`config.mk`:
```
export PLATFORM = sky130hd
export DESIGN_NAME = mem_port_arbiter
export DESIGN_NICKNAME = d
export VERILOG_FILES = /design/src/rtl/riscv_mem_pkg.sv /design/src/rtl/mem_arb_pick.sv /design/src/rtl/mem_port_arbiter.sv
export SDC_FILE = /design/constraint.sdc
export NUM_CORES = 1
export LEC_CHECK = 0
export ABC_AREA = 1
export CORE_ASPECT_RATIO = 0.75
export CORE_MARGIN = 2
export CORE_UTILIZATION = 25
export CTS_BUF_LIST = sky130_fd_sc_hd__clkbuf_16
export CTS_CLUSTER_SIZE = 8
export DETAILED_ROUTE_END_ITERATION = 6
export GPL_TIMING_DRIVEN = 0
export SKIP_CTS_REPAIR_TIMING = 1
export SYNTH_ARGS = -nofsm -noshare
export SYNTH_HDL_FRONTEND = slang
export SYNTH_SLANG_ARGS = --single-unit
```
`constraint.sdc`:
```
create_clock -name i_clk -period 3.9 [get_ports i_clk]
set_input_delay 0.585 -clock i_clk [delete_from_list [all_inputs] [get_ports i_clk]]
set_output_delay 0.585 -clock i_clk [all_outputs]
set_load 0.1 [all_outputs]
```
`src/rtl/riscv_mem_pkg.sv`:
```
// Shared definitions for the memory-port arbiter: FSM encoding, client port ids
// and the largest memory latency the WAIT counter can cover.
package riscv_mem_pkg;

    typedef enum logic [1:0] {
        ST_IDLE  = 2'd0,
        ST_ISSUE = 2'd1,
        ST_WAIT  = 2'd2,
        ST_RESP  = 2'd3
    } state_t;

    localparam logic PORT_DATA  = 1'b0;
    localparam logic PORT_FETCH = 1'b1;

    localparam int MEM_LAT_MAX = 7;

endpackage

```
`src/rtl/mem_arb_pick.sv`:
```
// Grant policy: data port wins unless the fetch port has been starved, in which
// case a contended cycle goes to fetch.
module mem_arb_pick
    import riscv_mem_pkg::*;
(
    input  logic i_req_0,
    input  logic i_req_1,
    input  logic i_starve,
    output logic o_vld,
    output logic o_port
);

    assign o_vld  = i_req_0 | i_req_1;
    assign o_port = (i_req_1 & (~i_req_0 | i_starve)) ? PORT_FETCH : PORT_DATA;

endmodule

```
`src/rtl/mem_port_arbiter.sv`:
```
// Shares one single-ported synchronous memory between the data (port 0) and
// instruction-fetch (port 1) clients with a req/ack handshake.
module mem_port_arbiter
    import riscv_mem_pkg::*;
#(
    parameter int AW      = 32,
    parameter int MAW     = 14,
    parameter int MEM_LAT = 2
) (
    input  logic           i_clk,
    input  logic           i_rst,
    input  logic           i_req_0,
    input  logic           i_we_0,
    input  logic [AW-1:0]  i_addr_0,
    input  logic [31:0]    i_wdata_0,
    input  logic [3:0]     i_be_0,
    output logic           o_ack_0,
    output logic [31:0]    o_rdata_0,
    input  logic           i_req_1,
    input  logic [AW-1:0]  i_addr_1,
    output logic           o_ack_1,
    output logic [31:0]    o_rdata_1,
    output logic           o_mem_en,
    output logic           o_mem_we,
    output logic [3:0]     o_mem_be,
    output logic [MAW-1:0] o_mem_addr,
    output logic [31:0]    o_mem_wdata,
    input  logic [31:0]    i_mem_rdata,
    output logic           o_busy
);

    localparam int LP_LAT = (MEM_LAT < 1) ? 1 :
                            (MEM_LAT > MEM_LAT_MAX) ? MEM_LAT_MAX : MEM_LAT;
    localparam logic [2:0] LP_CNT_INIT = 3'(LP_LAT - 1);

    state_t     r_state;
    state_t     w_next;
    logic [2:0] r_cnt;
    logic       r_starve;
    logic       r_port;
    logic       r_we;
    logic       w_pick_vld;
    logic       w_pick_port;
    logic       w_unused;

    // Byte-offset bits and bits above the memory window never reach the memory.
    assign w_unused = ^{i_addr_0[AW-1:MAW+2], i_addr_0[1:0],
                        i_addr_1[AW-1:MAW+2], i_addr_1[1:0]};

    mem_arb_pick u_pick (
        .i_req_0  (i_req_0),
        .i_req_1  (i_req_1),
        .i_starve (r_starve),
        .o_vld    (w_pick_vld),
        .o_port   (w_pick_port)
    );

    always_ff @(posedge i_clk or negedge i_rst) begin
        if (!i_rst) r_state <= ST_IDLE;
        else        r_state <= w_next;
    end

    always_comb begin
        w_next = r_state;
        case (r_state)
            ST_IDLE:  if (w_pick_vld) w_next = ST_ISSUE;
            ST_ISSUE: w_next = ST_WAIT;
            ST_WAIT:  if (r_cnt == 3'd0) w_next = ST_RESP;
            ST_RESP:  w_next = ST_IDLE;
            default:  w_next = ST_IDLE;
        endcase
    end

    always_ff @(posedge i_clk or negedge i_rst) begin
        if (!i_rst) begin
            r_cnt       <= 3'd0;
            r_starve    <= 1'b0;
            r_port      <= PORT_DATA;
            r_we        <= 1'b0;
            o_ack_0     <= 1'b0;
            o_ack_1     <= 1'b0;
            o_rdata_0   <= 32'h0;
            o_rdata_1   <= 32'h0;
            o_mem_en    <= 1'b0;
            o_mem_we    <= 1'b0;
            o_mem_be    <= 4'h0;
            o_mem_addr  <= '0;
            o_mem_wdata <= 32'h0;
            o_busy      <= 1'b0;
        end else begin
            o_mem_en <= 1'b0;
            o_mem_we <= 1'b0;
            o_ack_0  <= 1'b0;
            o_ack_1  <= 1'b0;
            o_busy   <= (w_next != ST_IDLE);
            case (r_state)
                ST_IDLE: begin
                    if (w_pick_vld) begin
                        r_port   <= w_pick_port;
                        o_mem_en <= 1'b1;
                        if (w_pick_port == PORT_FETCH) begin
                            r_we        <= 1'b0;
                            r_starve    <= 1'b0;
                            o_mem_we    <= 1'b0;
                            o_mem_be    <= 4'hF;
                            o_mem_addr  <= i_addr_1[MAW+1:2];
                            o_mem_wdata <= 32'h0;
                        end else begin
                            r_we        <= i_we_0;
                            o_mem_we    <= i_we_0;
                            o_mem_be    <= i_be_0;
                            o_mem_addr  <= i_addr_0[MAW+1:2];
                            o_mem_wdata <= i_wdata_0;
                            if (i_req_1) r_starve <= 1'b1;
                        end
                    end
                end
                ST_ISSUE: r_cnt <= LP_CNT_INIT;
                ST_WAIT: begin
                    // Read data is valid only in the final WAIT cycle.
                    if (r_cnt == 3'd0) begin
                        if (r_port == PORT_DATA) o_ack_0 <= 1'b1;
                        else                     o_ack_1 <= 1'b1;
                        if (!r_we) begin
                            if (r_port == PORT_DATA) o_rdata_0 <= i_mem_rdata;
                            else                     o_rdata_1 <= i_mem_rdata;
                        end
                    end else begin
                        r_cnt <= r_cnt - 3'd1;
                    end
                end
                default: ;
            endcase
        end
    end

endmodule
```
======== Word-level counts from Yosys, hierarchy flattened ========
Index checks and enable logic that the tools add are counted.
word-level totals
  word-level logic and storage cells ...... 58
  flip-flop bits (word level) ............. 127
operators by class
  equal/unequal tests ..................... 4
  mux-type cells .......................... 22
  bitwise gates (word level) .............. 6
  reductions and logical operators ........ 10
  add/subtract/negate cells ............... 1
operators by type and width
  cell                                               number
  2-to-1 mux 32 bit                                  1
  2-to-1 mux 1 bit                                   14
  2-to-1 mux 14 bit                                  1
  one-hot mux 2 bit (4 select lines)                 1
  AND reduction 4 bit                                2
  one-hot mux 3 bit (2 select lines)                 1
  nonzero test 2 bit                                 3
  == test 2 bit (second input constant)              2
  2-to-1 mux 2 bit                                   2
  2-to-1 mux 4 bit                                   1
  AND reduction 2 bit                                2
  logical NOT 3 bit                                  1
  2-to-1 mux 3 bit                                   1
  inverter 1 bit                                     3
  AND reduction 3 bit                                1
  subtractor 3 x 1 -> 3 bit (second input constant)  1
  == test 2 x 1 -> 1 bit (second input constant)     1
  logical NOT 2 bit                                  1
  inequality test 2 bit (second input constant)      1
  OR 1 bit                                           2
  bitwise AND 1 bit                                  1

======== Depth between registers and ports, before layout ========
Gate-level depths: netlist (run 1).
  depth in word-level cells ............... 7
  mapped depth ............................ 9
  gate-level depth less buffers ........... 8

======== Modules after synthesis ========
A second synthesis (run 1) with hierarchy kept.
unflattened totals
  cell total of the unflattened synthesis .. 599
  area total of the unflattened synthesis .. 5221.3 um^2
modules (own cells, without submodules)
  module            area each (um^2)  times used  cells an instance  seq. area each (um^2)
  mem_port_arbiter  5202.5            1           595                3178.0
  mem_arb_pick      18.8              1           4                  0.0

======== Worst setup path before layout (run 1) ========
Ideal clock, no wire load.
  path kind ............................... reg-to-output
  from .................................... reg o_mem_addr[0]
  to ...................................... out o_mem_addr[0]
  arrival time ............................ 898 ps
  setup slack ............................. 2417 ps
  cell stages (with the launch flop) ...... 1
  required time ........................... 3315 ps
  cells stage by stage .................... dfrtp_1
RTL lines
  what                      RTL line                 source
  start: declaration        mem_port_arbiter.sv:26   output logic [MAW-1:0] o_mem_addr,
  start signal: assignment  mem_port_arbiter.sv:106  o_mem_addr <= i_addr_1[MAW+1:2];
  start signal: assignment  mem_port_arbiter.sv:112  o_mem_addr <= i_addr_0[MAW+1:2];
No word-level cell between the ends.

======== Final worst setup path (run 1) ========
  from .................................... reg o_mem_wdata[1]
  to ...................................... out o_mem_wdata[1]
RTL lines
  what                      RTL line                 source
  start: declaration        mem_port_arbiter.sv:27   output logic [31:0] o_mem_wdata,
  start signal: assignment  mem_port_arbiter.sv:113  o_mem_wdata <= i_wdata_0;
No word-level cell between the ends.

==> out/qor.txt, run 1 <==
initial antenna violation count = 0
clk_lat worst skew = 410 ps
starting density of the core = 25.4%
Slew Viols, Final = 0
Die H = 133 um
WHS = 148 ps
Fillers = 2190
DRT Pass-1 Iters = 4
DR DRC count = 0
Reg clk slew, reported paths = 60 ps
CTS tree = yes
CP cell instances = clkdlybuf4s50_1
CP top delay family = buffers and inverters
final hold violations = 0
Hold Path Class = in2async
Post-Syn Nets = 722
clock buffer depth = 2
Seq cells post-synth = 127
die footprint = 0.0235 mm^2
vias after detailed routing = 4581
Nets = 960
CP max-delay cell = clkdlybuf4s50_1
GRT Overall Usage = 14.3%
Fmax achieved = 395 MHz
DP Cell Count = 1092
CTS H-tree lvls = 4
Worst Setup Path Type = reg2out
core area = 0.0219 mm^2
Min Clock Period, post-route = 2530 ps
R2R depth = 8
Placer Congestion = 0.739
Root Driver = clkbuf_16
share of layout cells above drive strength 1 = 16.4%
DPL Wire Length = 11.7 mm
wirelength, routed = 16.1 mm
cell area after synthesis = 0.00556 mm^2
Period Utilization, post-route = 64.9%
Critical Path AT = 1950 ps
ANT cells = 0
Buffers on Ports = 218
crit end category = output pin
max_cap viols = 0
Ys Warns = 0
cts bufs inserted = 17
Die X = 176 um
Initial DRC Count = 179
DR vias/cell = 4.08
Slew @ Worst Pin = 1040 ps
gr ovfl total = 0
Routed Antenna Nets = 0
Final Non-Filler Cells = 1124
pin count of the biggest net entering global routing = 66
WP data required = 3310 ps
Levels on crit path = 1
CP Max Fanout = 2
# setup viols final = 0
num ports = 256
vias in the first global route = 4697
outcome = completed
Syn-to-layout area delta = 58.3%
FP Rows = 47
Setup crit start kind = register
crit-path max cell delay = 1180 ps
Wirelength per Cell = 14.3 um
Clock Sinks = 127
unrepaired setup endpoints after global routing = no
Syn Inst Count = 579
Unique masters post-synth = 19
first-pass GRT wire length = 26.0 mm
CP bufs+invs = 1
sequential area share after synthesis = 57.1%
clock skew = 13.0 ps
Avg Cell Area, Syn = 9.61 um^2
max_slew headroom = 30.8%
==> per-stage QoR <==
stage	TNS (ps)	area, um^2	setup WS [ps]	util [%]
6_report	0	8810	1370	40.2
3_5_place_dp	0	8140	1770	37.1
2_1_floorplan	0	5560	2420	-
5_1_grt	0	8810	1310	40.2
4_1_cts	0	8810	1320	40.2
3_3_place_gp	-400920	8110	-3170	37.0
==> final timing paths <==
| path | startpoint | endpoint | slack, ps |
|---|---|---|---|
| min in group i_clk | o_rdata_1[10] | o_rdata_1[10] | 480 |
| setup / recovery | o_mem_wdata[1] | o_mem_wdata[1] | 1370 |
| max in group asynchronous | i_rst | o_mem_wdata[8] | 2980 |
| hold / removal | i_rst | o_rdata_0[12] | 150 |
| hold reg to reg | o_rdata_1[10] | o_rdata_1[10] | 480 |
| setup reg to reg | r_state[0] | o_rdata_1[2] | 2290 |
==> metal layers <==
metal | vias up | routed length, um | GRT usage [%]
met5 | - | 0 | 0
met4 | 0 | 213 | 3.99
met3 | 15 | 1250 | 5.48
met2 | 127 | 6990 | 20.8
met1 | 2157 | 7640 | 19.8
li1 | 2282 | - | -
==> cell type report <==
class,instances,area [um^2],share of cell area [%]
Tap cell,294,368,4.18
Inverter,74,278,3.15
Timing Repair Buffer,219,2210,25.1
Sequential cell,127,3180,36.1
Multi-Input combinational cell,347,1820,20.7
Clock buffer,17,425,4.83
Buffer,31,283,3.21
Clock inverter,15,241,2.74
==> cell usage after synthesis <==
cell type | count | area share [%]
a21oi_1 | 1 | 0.090
inv_2 | 2 | 0.14
o21ai_4 | 1 | 0.29
ha_1 | 6 | 1.3
dfrtp_1 | 127 | 57
nor2_1 | 2 | 0.14
buf_2 | 7 | 0.63
nor2_4 | 2 | 0.40
nand2_1 | 197 | 13
o21ai_2 | 64 | 10
nand2_2 | 2 | 0.22
a31oi_1 | 1 | 0.11
buf_6 | 18 | 3.6
nand2_4 | 3 | 0.61
nand3b_1 | 2 | 0.27
nand3_1 | 60 | 5.4
buf_4 | 6 | 0.81
inv_1 | 72 | 4.9
o21ai_0 | 6 | 0.54
==> registers in the layout, indices dropped and copies added (netlist names) <==
name	count
o_mem_addr	14
r_port	1
r_starve	1
r_cnt	3
o_busy	1
o_ack_1	1
o_mem_en	1
o_mem_be	4
r_we	1
o_mem_we	1
o_rdata_1	32
o_rdata_0	32
o_ack_0	1
o_mem_wdata	32
r_state	2
==> placed cells by master (no fill, tap or decap), drive strengths merged <==
| cell type | n |
|---|---|
| clkdlybuf4s50 | 217 |
| nand2 | 202 |
| dfrtp | 127 |
| inv | 77 |
| o21ai | 71 |
| nand3 | 60 |
| buf | 33 |
| clkbuf | 17 |
| ha | 6 |
| bufinv | 6 |
| nor2 | 4 |
| clkinv | 4 |
| nand3b | 2 |
| clkinvlp | 2 |
| a21oi | 1 |
| a31oi | 1 |
==> cells by family after synthesis <==
group	count (synthesis)	share of synthesized area [%]
and+or+nand+nor	268	20.3
DFF	127	57.1
adders and majority gates	6	1.35
AOI/OAI and AO/OA	73	11.1
buffers and inverters	105	10.1
Power of run 1 is not shown: default switching activity piles up to over one toggle a cycle in this logic, so the estimate is an artifact.
==> run 2, diff against run 1 <==
==> constraint.sdc (replaced) <==
create_clock -name i_clk -period 2.13 [get_ports i_clk]
set_input_delay 0.3195 -clock i_clk [delete_from_list [all_inputs] [get_ports i_clk]]
set_output_delay 0.3195 -clock i_clk [all_outputs]
set_load 0.1 [all_outputs]
==> out/qor.txt, run 2 (same netlist as run 1, synthesis figures left out) <==
Worst Setup Path Type = reg2out (unchanged)
GR peak layer = met2 (unchanged)
Post-Place Setup Slack = 265 ps (was 1770 ps)
CP max-delay cell = dlymetal6s2s_1 (was clkdlybuf4s50_1)
Min Clock Period, post-route = 1880 ps
Slew @ Worst Pin = 1040 ps (about the same)
ANT cells = 0 (unchanged)
DR vias/cell = 4.12 (was 4.08)
GRT Overall Usage = 14.3% (unchanged)
outcome = completed (unchanged)
Routed Antenna Nets = 0 (unchanged)
min-delay src = i_req_1
Critical Path AT = 1560 ps (was 1950 ps)
Clock Sinks = 127 (unchanged)
CP cell instances = dlymetal6s2s_1 (was clkdlybuf4s50_1)
Fmax achieved = 533 MHz
hold endpoint = o_mem_addr[3]
max_cap viols = 0 (unchanged)
# setup viols final = 0 (unchanged)
num ports = 256 (unchanged)
DPL Wire Length = 11.7 mm (unchanged)
Die H = 133 um (unchanged)
Root Driver = clkbuf_16 (unchanged)
final hold violations = 0 (unchanged)
die footprint = 0.0235 mm^2 (unchanged)
WP data required = 1810 ps (was 3310 ps)
Reg clk slew, reported paths = 70 ps (was 60 ps)
pin count of the biggest net entering global routing = 66 (unchanged)
first-pass GRT wire length = 26.0 mm (unchanged)
Period Utilization, post-route = 88.0%
worst r2r src = r_state[0] (unchanged)
clock buffer depth = 2 (unchanged)
M2 GR Usage = 20.8% (unchanged)
cts bufs inserted = 17 (unchanged)
CP bufs+invs = 1 (unchanged)
setup slack after layout = 255 ps (was 1370 ps)
core area = 0.0219 mm^2 (unchanged)
most frequent cells in the layout = nand2_1, dfrtp_1, dlymetal6s2s_1 (was clkdlybuf4s50_1, nand2_1, dfrtp_1)
Die X = 176 um (unchanged)
Largest regs = o_mem_wdata (32), o_rdata_0 (32), o_rdata_1 (32) (unchanged)
clk_lat worst skew = 410 ps (about the same)
Slew Viols, Final = 0 (unchanged)
gr ovfl total = 0 (unchanged)
unrepaired setup endpoints after global routing = no (unchanged)
DRT Pass-1 Iters = 4 (unchanged)
Setup crit start kind = register (unchanged)
FP Rows = 47 (unchanged)
Hold Path Class = in2reg (was in2async)
Placer Congestion = 0.739 (unchanged)
crit end category = output pin (unchanged)
r2r setup slk = 520 ps (was 2290 ps)
Syn-to-layout area delta = 63.9% (was 58.3%)
Worst R2R End = o_rdata_1[2] (unchanged)
share of layout cells above drive strength 1 = 16.4% (about the same)
grt met1 use = 19.8% (unchanged)
most common cell after layout, fill and taps aside = nand2_1 (was clkdlybuf4s50_1)
wirelength, routed = 16.3 mm (was 16.1 mm)
CP top delay family = buffers and inverters (unchanged)
crit-path max cell delay = 780 ps (was 1180 ps)
Wirelength per Cell = 14.5 um (was 14.3 um)
vias after detailed routing = 4634 (was 4581)
max_slew headroom = 30.8% (about the same)
DR DRC count = 0 (unchanged)
CTS H-tree lvls = 4 (unchanged)
Initial DRC Count = 195 (was 179)
hold path cells = 4
M3 GR Usage = 5.48% (unchanged)
Nets = 961 (was 960)
initial antenna violation count = 0 (unchanged)
Buffers on Ports = 218 (unchanged)
CP Max Fanout = 2 (unchanged)
vias in the first global route = 4697 (unchanged)
CTS tree = yes (unchanged)
R2R depth = 8 (unchanged)
starting density of the core = 25.4% (unchanged)
clock skew = 13.0 ps (about the same)
## run 2: changes by cell type in the layout (fill, tap and decap cells not counted)
cell / previous run / this run
clkdlybuf4s50_1: 217 / 98
dlygate4sd3_1: 0 / 1
dlymetal6s2s_1: 0 / 119
## run 2: how the worst max path moves through the flow
stage                         from               to  cells past startpoint
floorplan                 r_cnt[0]    o_rdata_0[22]                      9
global placement             i_rst  o_mem_wdata[18]                      1
detailed placement  o_mem_wdata[1]   o_mem_wdata[1]                      1
CTS                 o_mem_wdata[1]   o_mem_wdata[1]                      1
global route        o_mem_wdata[1]   o_mem_wdata[1]                      1
finish                o_rdata_0[4]     o_rdata_0[4]                      1
## run 2: cell type report
cell class	count	area (um^2)
fillers	2148	12800
flip-flops and latches	127	3180
repair buffers	220	2520
multi-input cells	347	1820
clock buffers	17	425
well taps	294	368
plain buffers	31	283
inverters	74	278
clock inverters	15	241
## run 2: metal layers
layer	share of wire (%)	vias up
met4	1.1	0
met5	0	-
met3	7.4	13
met2	44	129
met1	48	2199
li1	-	2293
## run 2: metrics by stage
| stage | setup TNS [ps] | utilization [%] | instance area [um^2] | cells | hold WS (ps) |
|---|---|---|---|---|---|
| 2_1_floorplan | 0 | - | 5560 | 579 | 23.9 |
| 3_3_place_gp | -591990 | 37.0 | 8110 | 1091 | 461 |
| 3_5_place_dp | 0 | 37.1 | 8140 | 1092 | 360 |
| 4_1_cts | -14350 | 40.2 | 8810 | 1124 | -87.6 |
| 5_1_grt | 0 | 41.6 | 9120 | 1125 | 319 |
| 6_report | 0 | 41.6 | 9120 | 1125 | 319 |
Power of run 2 is left out for the same reason.
